**src/rtl/alu_pkg.sv**
```systemverilog
// alu_pkg: shared definitions for the alu_unit slice.
//   - WIDTH datapath constant (only 8 is supported)
//   - OP code constants
//   - FSM state enum
//   - FLAGS bit indices: {Z, C, N, V}
//   - make_flags helper, which packs the four flag bits in that order
package alu_pkg;

   localparam int unsigned WIDTH = 8;

   localparam logic [2:0] OP_ADD = 3'b000;
   localparam logic [2:0] OP_SUB = 3'b001;
   localparam logic [2:0] OP_AND = 3'b010;
   localparam logic [2:0] OP_OR  = 3'b011;
   localparam logic [2:0] OP_XOR = 3'b100;
   localparam logic [2:0] OP_SHL = 3'b101;
   localparam logic [2:0] OP_SHR = 3'b110;
   localparam logic [2:0] OP_MUL = 3'b111;

   typedef enum logic [1:0] {
      ST_IDLE = 2'd0,
      ST_MUL  = 2'd1,
      ST_FIN  = 2'd2
   } alu_state_e;

   localparam int unsigned FLAG_Z = 3;
   localparam int unsigned FLAG_C = 2;
   localparam int unsigned FLAG_N = 1;
   localparam int unsigned FLAG_V = 0;

   // Z and N always come from the 8-bit result; C and V depend on the op.
   function automatic logic [3:0] make_flags(input logic [WIDTH-1:0] res,
                                             input logic c,
                                             input logic v);
      logic [3:0] f;
      f         = '0;
      f[FLAG_Z] = (res == '0);
      f[FLAG_C] = c;
      f[FLAG_N] = res[WIDTH-1];
      f[FLAG_V] = v;
      return f;
   endfunction

endpackage

```
**src/rtl/alu_mul_seq.sv**
```systemverilog
// alu_mul_seq: iterative shift-add unsigned multiplier, one partial product per step.
// It is instantiated by alu_unit only when ALU_MUL_EN is defined.
//   clk_i        in   clock
//   rst_i        in   synchronous active-high reset
//   clear_i      in   zero the product and the step counter
//   step_i       in   accumulate the partial product for multiplier bit cnt
//   mcand_i      in   multiplicand (held stable by the caller)
//   mplier_i     in   multiplier (held stable by the caller)
//   last_o       out  the current step is the final (8th) one
//   prod_nxt_o   out  product value after the current step
module alu_mul_seq
   import alu_pkg::*;
(
   input  logic                 clk_i,
   input  logic                 rst_i,
   input  logic                 clear_i,
   input  logic                 step_i,
   input  logic [WIDTH-1:0]     mcand_i,
   input  logic [WIDTH-1:0]     mplier_i,
   output logic                 last_o,
   output logic [2*WIDTH-1:0]   prod_nxt_o
);

   logic [2*WIDTH-1:0] prod_q, prod_d, addend;
   logic [2:0]         cnt_q, cnt_d;

   always_comb begin
      addend = mplier_i[cnt_q] ? ({{WIDTH{1'b0}}, mcand_i} << cnt_q) : '0;
      prod_nxt_o = prod_q + addend;
      last_o     = (cnt_q == 3'd7);
      prod_d     = prod_q;
      cnt_d      = cnt_q;
      if (clear_i) begin
         prod_d = '0;
         cnt_d  = '0;
      end else if (step_i) begin
         prod_d = prod_nxt_o;
         cnt_d  = cnt_q + 3'd1;
      end
   end

   always_ff @(posedge clk_i) begin
      if (rst_i) begin
         prod_q <= '0;
         cnt_q  <= '0;
      end else begin
         prod_q <= prod_d;
         cnt_q  <= cnt_d;
      end
   end

endmodule

```
**src/rtl/alu_unit.sv**
```systemverilog
// alu_unit: sequential 8-bit ALU stage feeding the accumulator's ACC_BUS input.
// The A operand is the accumulator's stored value; B is loaded from CPU_BUS.
// Optional feature macro: ALU_MUL_EN builds the iterative multiplier.
// Without the macro, OP=MUL passes A through in one cycle, and MUL_HI and BUSY read 0.
//   clk_i       in   clock, rising edge
//   rst_i       in   synchronous active-high reset
//   cpu_bus_i   in   B operand source
//   ib_i        in   load B from cpu_bus_i
//   acc_q_i     in   accumulator contents (A operand)
//   op_i        in   operation code
//   start_i     in   begin operation (sampled only in IDLE)
//   busy_o      out  multiply in progress
//   done_o      out  one-cycle completion pulse
//   acc_bus_o   out  result, held until the next completion
//   flags_o     out  {Z, C, N, V}
//   mul_hi_o    out  high byte of the last product
//
// state   | meaning
// IDLE    | waiting for START
// MUL     | one shift-add step per cycle (ALU_MUL_EN only)
// FIN     | DONE pulse; result and flags valid
module alu_unit
   import alu_pkg::*;
(
   input  logic             clk_i,
   input  logic             rst_i,
   input  logic [WIDTH-1:0] cpu_bus_i,
   input  logic             ib_i,
   input  logic [WIDTH-1:0] acc_q_i,
   input  logic [2:0]       op_i,
   input  logic             start_i,
   output logic             busy_o,
   output logic             done_o,
   output logic [WIDTH-1:0] acc_bus_o,
   output logic [3:0]       flags_o,
   output logic [WIDTH-1:0] mul_hi_o
);

   alu_state_e       state_q, state_d;
   logic [WIDTH-1:0] acc_bus_q, acc_bus_d;
   logic [3:0]       flags_q, flags_d;
   logic [WIDTH-1:0] b_q, b_d;

   logic [WIDTH:0]   sum9, diff9;
   logic [WIDTH-1:0] op_res;
   logic             op_c, op_v;

`ifdef ALU_MUL_EN
   logic [WIDTH-1:0]   mul_hi_q, mul_hi_d;
   logic [WIDTH-1:0]   mul_a_q, mul_a_d, mul_b_q, mul_b_d;
   logic               mul_clear, mul_step, mul_last;
   logic [2*WIDTH-1:0] mul_prod_nxt;

   alu_mul_seq u_mul (
      .clk_i      (clk_i),
      .rst_i      (rst_i),
      .clear_i    (mul_clear),
      .step_i     (mul_step),
      .mcand_i    (mul_a_q),
      .mplier_i   (mul_b_q),
      .last_o     (mul_last),
      .prod_nxt_o (mul_prod_nxt)
   );
`endif

   // Single-cycle result; uses the B already in the register, so an IB at the
   // same edge as START only affects the following operation.
   always_comb begin
      sum9   = {1'b0, acc_q_i} + {1'b0, b_q};
      diff9  = {1'b0, acc_q_i} - {1'b0, b_q};
      op_res = acc_q_i;
      op_c   = 1'b0;
      op_v   = 1'b0;
      case (op_i)
         OP_ADD: begin
            op_res = sum9[WIDTH-1:0];
            op_c   = sum9[WIDTH];
            op_v   = (acc_q_i[WIDTH-1] == b_q[WIDTH-1]) &&
                     (sum9[WIDTH-1] != acc_q_i[WIDTH-1]);
         end
         OP_SUB: begin
            op_res = diff9[WIDTH-1:0];
            op_c   = diff9[WIDTH];
            op_v   = (acc_q_i[WIDTH-1] != b_q[WIDTH-1]) &&
                     (diff9[WIDTH-1] != acc_q_i[WIDTH-1]);
         end
         OP_AND: op_res = acc_q_i & b_q;
         OP_OR:  op_res = acc_q_i | b_q;
         OP_XOR: op_res = acc_q_i ^ b_q;
         OP_SHL: begin
            op_res = {acc_q_i[WIDTH-2:0], 1'b0};
            op_c   = acc_q_i[WIDTH-1];
         end
         OP_SHR: begin
            op_res = {1'b0, acc_q_i[WIDTH-1:1]};
            op_c   = acc_q_i[0];
         end
         OP_MUL: op_res = acc_q_i;
      endcase
   end

   always_comb begin
      state_d   = state_q;
      acc_bus_d = acc_bus_q;
      flags_d   = flags_q;
      b_d       = ib_i ? cpu_bus_i : b_q;
`ifdef ALU_MUL_EN
      mul_hi_d  = mul_hi_q;
      mul_a_d   = mul_a_q;
      mul_b_d   = mul_b_q;
      mul_clear = 1'b0;
      mul_step  = 1'b0;
`endif
      case (state_q)
         ST_IDLE: begin
            if (start_i) begin
`ifdef ALU_MUL_EN
               if (op_i == OP_MUL) begin
                  state_d   = ST_MUL;
                  mul_clear = 1'b1;
                  mul_a_d   = acc_q_i;
                  mul_b_d   = b_q;
               end else
`endif
               begin
                  state_d   = ST_FIN;
                  acc_bus_d = op_res;
                  flags_d   = make_flags(op_res, op_c, op_v);
               end
            end
         end
`ifdef ALU_MUL_EN
         ST_MUL: begin
            mul_step = 1'b1;
            if (mul_last) begin
               state_d   = ST_FIN;
               acc_bus_d = mul_prod_nxt[WIDTH-1:0];
               mul_hi_d  = mul_prod_nxt[2*WIDTH-1:WIDTH];
               flags_d   = make_flags(mul_prod_nxt[WIDTH-1:0],
                                      (mul_prod_nxt[2*WIDTH-1:WIDTH] != '0), 1'b0);
            end
         end
`endif
         ST_FIN:  state_d = ST_IDLE;
         default: state_d = ST_IDLE;
      endcase
   end

   always_ff @(posedge clk_i) begin
      if (rst_i) begin
         state_q   <= ST_IDLE;
         acc_bus_q <= '0;
         flags_q   <= '0;
         b_q       <= '0;
`ifdef ALU_MUL_EN
         mul_hi_q  <= '0;
         mul_a_q   <= '0;
         mul_b_q   <= '0;
`endif
      end else begin
         state_q   <= state_d;
         acc_bus_q <= acc_bus_d;
         flags_q   <= flags_d;
         b_q       <= b_d;
`ifdef ALU_MUL_EN
         mul_hi_q  <= mul_hi_d;
         mul_a_q   <= mul_a_d;
         mul_b_q   <= mul_b_d;
`endif
      end
   end

   assign done_o    = (state_q == ST_FIN);
   assign acc_bus_o = acc_bus_q;
   assign flags_o   = flags_q;
`ifdef ALU_MUL_EN
   assign busy_o    = (state_q == ST_MUL);
   assign mul_hi_o  = mul_hi_q;
`else
   assign busy_o    = 1'b0;
   assign mul_hi_o  = '0;
`endif

endmodule

```
**config.mk**
```make
export PLATFORM = sky130hd
export DESIGN_NAME = alu_unit
export DESIGN_NICKNAME = d
export VERILOG_FILES = /design/src/rtl/alu_pkg.sv /design/src/rtl/alu_mul_seq.sv /design/src/rtl/alu_unit.sv
export SDC_FILE = /design/constraint.sdc
export NUM_CORES = 1
export LEC_CHECK = 0
export CAP_MARGIN = 20
export CORE_UTILIZATION = 45
export DETAILED_ROUTE_END_ITERATION = 10
export PLACE_DENSITY_LB_ADDON = 0.1
export SYNTH_ARGS = -nofsm -noshare
export SYNTH_HDL_FRONTEND = slang
export SYNTH_SLANG_ARGS = --single-unit
```
**constraint.sdc**
```tcl
create_clock -name clk_i -period 3.55 [get_ports clk_i]
set_input_delay 0.71 -clock clk_i [delete_from_list [all_inputs] [get_ports clk_i]]
set_output_delay 0.71 -clock clk_i [all_outputs]
set_load 0.02 [all_outputs]
```
After elaboration in Yosys (flattened, before gate mapping)
Cells that the tools add are included.

Reduce and logical (&&, ||, !) cells: 7. Eq/ne operators: 11. Add/sub/neg operators: 2. Bitwise gates (word level): 4. Mux-type cells: 3.

Operators with widths (count): $pmux 8 s8 (1); $eq 3x3->1 const B (4); $add 8x8->9 (1); $sub 8x8->9 (1); $and 8x8->8 (1); $logic_not 8->1 (1); $or 8x8->8 (1); $xor 8x8->8 (1); $eq 3x2->1 const B (2); $pmux 1 s4 (1); $eq 3x1->1 const B (1); $logic_not 3->1 (1); $ne 1x1->1 (3); $logic_and 1x1->1 (2); $logic_not 2->1 (1); $pmux 1 s2 (1); $reduce_and 2->1 (1); $reduce_or 2->1 (1); $eq 1x1->1 (1); $not 1->1 (1).

Input bits: 23. Logic and storage cells: 31. Output and inout bits: 22. Bits in registers: 21.

Longest topological paths before layout
Word-level depth: 4. Gate-level depth with buffers: 11.

Worst setup path after synthesis
OpenSTA, ideal clock, no wires.

Path type: in2reg. Start: input port acc_q_i[1]. End: register flags_q[3], in the netlist flags_o[3]. Arrival time: 2503 ps. Setup time: 126 ps. Required time: 3424 ps. Buffers on the path: 0. Stages: 9. Setup slack: 921 ps. Path through: inv_1 -> ha_1 -> or2_1 -> a211o_1 -> a32o_1 -> a221oi_2 -> o22ai_1 -> a221oi_2 -> o31ai_1.

Longest elaborated chain between the ends: 3. Elaborated cells between the ends (all ways): 7. Those cells by class: 2 x add/sub; 1 x mux; 3 x bitwise; 1 x reduce/logical.

RTL lines: start, declared (RTL line alu_unit.sv:29) `input logic [WIDTH-1:0] acc_q_i,`; $sub 8x8->9 (tied with other cells) (RTL line alu_unit.sv:70) `diff9 = {1'b0, acc_q_i} - {1'b0, b_q};`; $pmux 8 s8 * (RTL line alu_unit.sv:74) `case (op_i)`; $logic_not 8->1 * (RTL line alu_pkg.sv:37) `f[FLAG_Z] = (res == '0);`; end signal, assigned (RTL line alu_unit.sv:163) `flags_q <= flags_d;`; end, declared (RTL line alu_unit.sv:41) `logic [3:0] flags_q, flags_d;`.

Mark *: on every way between the ends. The rest lies on a longest branch, timed or not. A chain may end at the register's enable or synchronous reset.

Final worst setup path
Start: input port acc_q_i[2]. End: register flags_q[3], in the netlist flags_o[3].

The elaborated chain is that of the path after synthesis.

==> impl_metrics.py <==
metrics = {
    "sta": {
        "fin_crit_sh_pct": 90.21,
        "tightest_slew_ns": 0.5961,
        "finalWorstSetupSlack_ns": 0.3475,
        "slew_headroom_pct": 59.74,
        "setup_viol": 0,
        "post-route-min-period_ns": 3.203,
        "rsz0062_at_grt": "false",
        "drv_slew": 0,
        "hold_violations": 0,
        "fin_skew_ns": 0.003470,
        "setup_tns_ns": 0,
        "fmax_ghz": 0.3123,
    },
    "cts": {
        "cts_tree": "done",
        "post_cts_resized": 0,
        "clock_sinks": 20,
        "clk-insertion-delay-late_ns": 0.26,
        "cts_setup_buffers": 0,
        "htreeDepth": 1,
        "clockBufferDepth": 2,
        "root_buffer": "clkbuf_8",
        "cts_buffers": 3,
        "cts.clk_slew.worst_paths_ns": 0.07,
        "hold_buffers": 0,
    },
    "worst_setup_path": {
        "required_ns": 3.72,
        "r2r_slack_ns": 0.98,
        "worstReg2RegEnd": "flags_o[3]",
        "start_kind": "primary input",
        "arrival_ns": 3.37,
        "cp-end-kind": "register",
        "path_max_fanout": 8,
        "worstReg2RegStart": "b_q[1]",
        "path_class": "primary input to register",
        "rr_worst_depth": 9,
    },
    "power_and_ir_drop": {
        "power.leakage_nw": 1.125,
        "p_per_area_nw_per_um2": 274.4,
        "total_power_mw": 0.7223,
        "ir_drop_mv": 0.1757,
    },
    "place": {
        "gp_congestion": 0.9096,
        "place_ws_ns": 0.1129,
        "hpwl_microns": 4659,
        "port-buffer-count": 35,
    },
    "drt": {
        "vias": 2079,
        "routed_via_density": 5.559,
        "avgRoutedWirePerCell_microns": 15.63,
        "drt_first_pass_iters": 5,
        "detail-route-antenna-nets": 0,
        "wl_met1_microns": 2750,
        "drcViolationCount": 0,
        "wl_met3_microns": 253,
        "top_layer": "met4",
        "wirelength_microns": 5844,
        "wl_met2_microns": 2813,
        "dr.first_iter.drc_count": 264,
    },
    "yosys": {
        "synth-seq-area-share_pct": 17.92,
        "yosysWarnings": 0,
        "syn_area_sq_um": 2235,
        "ys_async_sr_fraction_pct": 0,
        "synth-seq-cells": 20,
        "synth_cells": 277,
        "ys.flop_type": "dfxtp_1",
        "synth.distinct_cells": 55,
        "synth_edf_count": 0,
        "syn_avg_cell_area_sq_um": 8.067,
    },
    "min_path": {
        "hp-class": "register to register",
        "hp-start": "acc_bus_o[4]",
        "worstHoldEndpoint": "acc_bus_o[4]",
        "hold_depth": 2,
    },
    "global_route": {
        "grt_pass1_vias": 1835,
        "grt_max_degree": 22,
        "antenna_found_initial": 0,
        "grtUsageTotal_pct": 23.28,
        "grt_pass1_wl_microns": 9390,
        "grt-ovfl-total": 0,
    },
    "floorplanning": {
        "io-pin-count": 45,
        "floorplan.rows": 25,
        "coreArea_sq_um": 4755,
        "dieHeight_microns": 72.47,
        "start_util_pct": 47.00,
        "die_area_sq_um": 5252,
        "fp.dieW_microns": 72.47,
    },
    "run": {
        "drv_cap": 0,
    },
    "final_layout": {
        "final_layout_size_suffix_gt1_share_pct": 6.515,
        "mostFrequentLayoutCells": "clkdlybuf4s50_1 (35), inv_1 (27), ha_1 (24)",
        "final_common_cell": "clkdlybuf4s50_1",
        "fin_nets": 358,
        "antenna_cells": 0,
        "n_fill_cell": 477,
        "area_growth_pct": 17.80,
    },
    "run_status": {
        "status": "finished clean",
    },
}
[worst max path at each step]
| stage | from | end | slack [ns] | cells after the start |
|---|---|---|---|---|
| after global placement | acc_q_i[2] | flags_o[3] | 0.11 | 10 |
| after CTS | acc_q_i[2] | flags_o[3] | 0.37 | 10 |
| after floorplan | acc_q_i[1] | flags_o[3] | 0.92 | 9 |
| after global routing | acc_q_i[2] | flags_o[3] | 0.14 | 10 |
| final | acc_q_i[2] | flags_o[3] | 0.35 | 10 |
| after detailed placement | acc_q_i[2] | flags_o[3] | 0.11 | 10 |
[flip-flops by register name, indices dropped and copies added (netlist names)]
register   count
state_q        1
flags_o        4
b_q            8
acc_bus_o      7
[where the power goes]
part / switching, mW / internal [mW]
Combinational: 0.179 / 0.146
Sequential: 0.0113 / 0.239
Clock: 0.0712 / 0.0756
[metrics by stage]
stage                     cell area [sq um]  hold slack (ns)  cells  util (%)
after global placement                 2591           0.4443    371     54.50
final                                  2633           0.4582    374     55.37
after floorplan                        2265           0.4874    285         -
after CTS                              2633           0.4599    374     55.37
after detailed placement               2591           0.4499    371     54.50
after global routing                   2633           0.4780    374     55.37
[worst max-delay path, cell delays in order]
cell and delay [ns]:
clkdlybuf4s50_1 0.58, inv_1 0.10, ha_1 0.41, nor2b_1 0.19, a2111oi_2 0.53, o41ai_1 0.21
o31ai_1 0.22, a211o_1 0.16, nand3_1 0.07, o31ai_1 0.20
[cells in the mapped netlist, types with 7 or more instances]
library cell  instances  area share, %
inv_1                27            4.5
ha_1                 24             13
nor2_1               23            3.9
nand2_1              21            3.5
dfxtp_1              20             18
mux2i_1              15            6.7
a21oi_1              12            2.7
buf_4                12            4.0
o21ai_0               9            2.0
nand3_1               8            1.8
nand2b_1              7            2.0
nor2b_1               7            2.0
[cells by family after synthesis]
group,synth area share (%)
mux,12.26
other cells,0.1678
buf+inv,11.87
flops,17.92
simple gates,16.91
fa+ha+maj,15.23
xor+xnor,1.568
compound gates,24.08
[routing by layer]
layer / global-route usage, % / up-vias
li1: - / 1028
met1: 32.99 / 987
met2: 38.42 / 60
met3: 3.611 / 4
met4: 2.614 / 0
met5: 0 / -
[final cells by class]
| type | instances | area [sq um] | share of cell area [%] |
|---|---|---|---|
| clock buffers | 3 | 41.29 | 1.568 |
| inverters | 30 | 112.6 | 4.278 |
| multi-input cells | 213 | 1599 | 60.74 |
| flip-flops and latches | 20 | 400.4 | 15.21 |
| well taps | 67 | 83.83 | 3.184 |
| repair buffers | 41 | 395.4 | 15.02 |
Note: power is estimated with default switching activity, not from simulation.
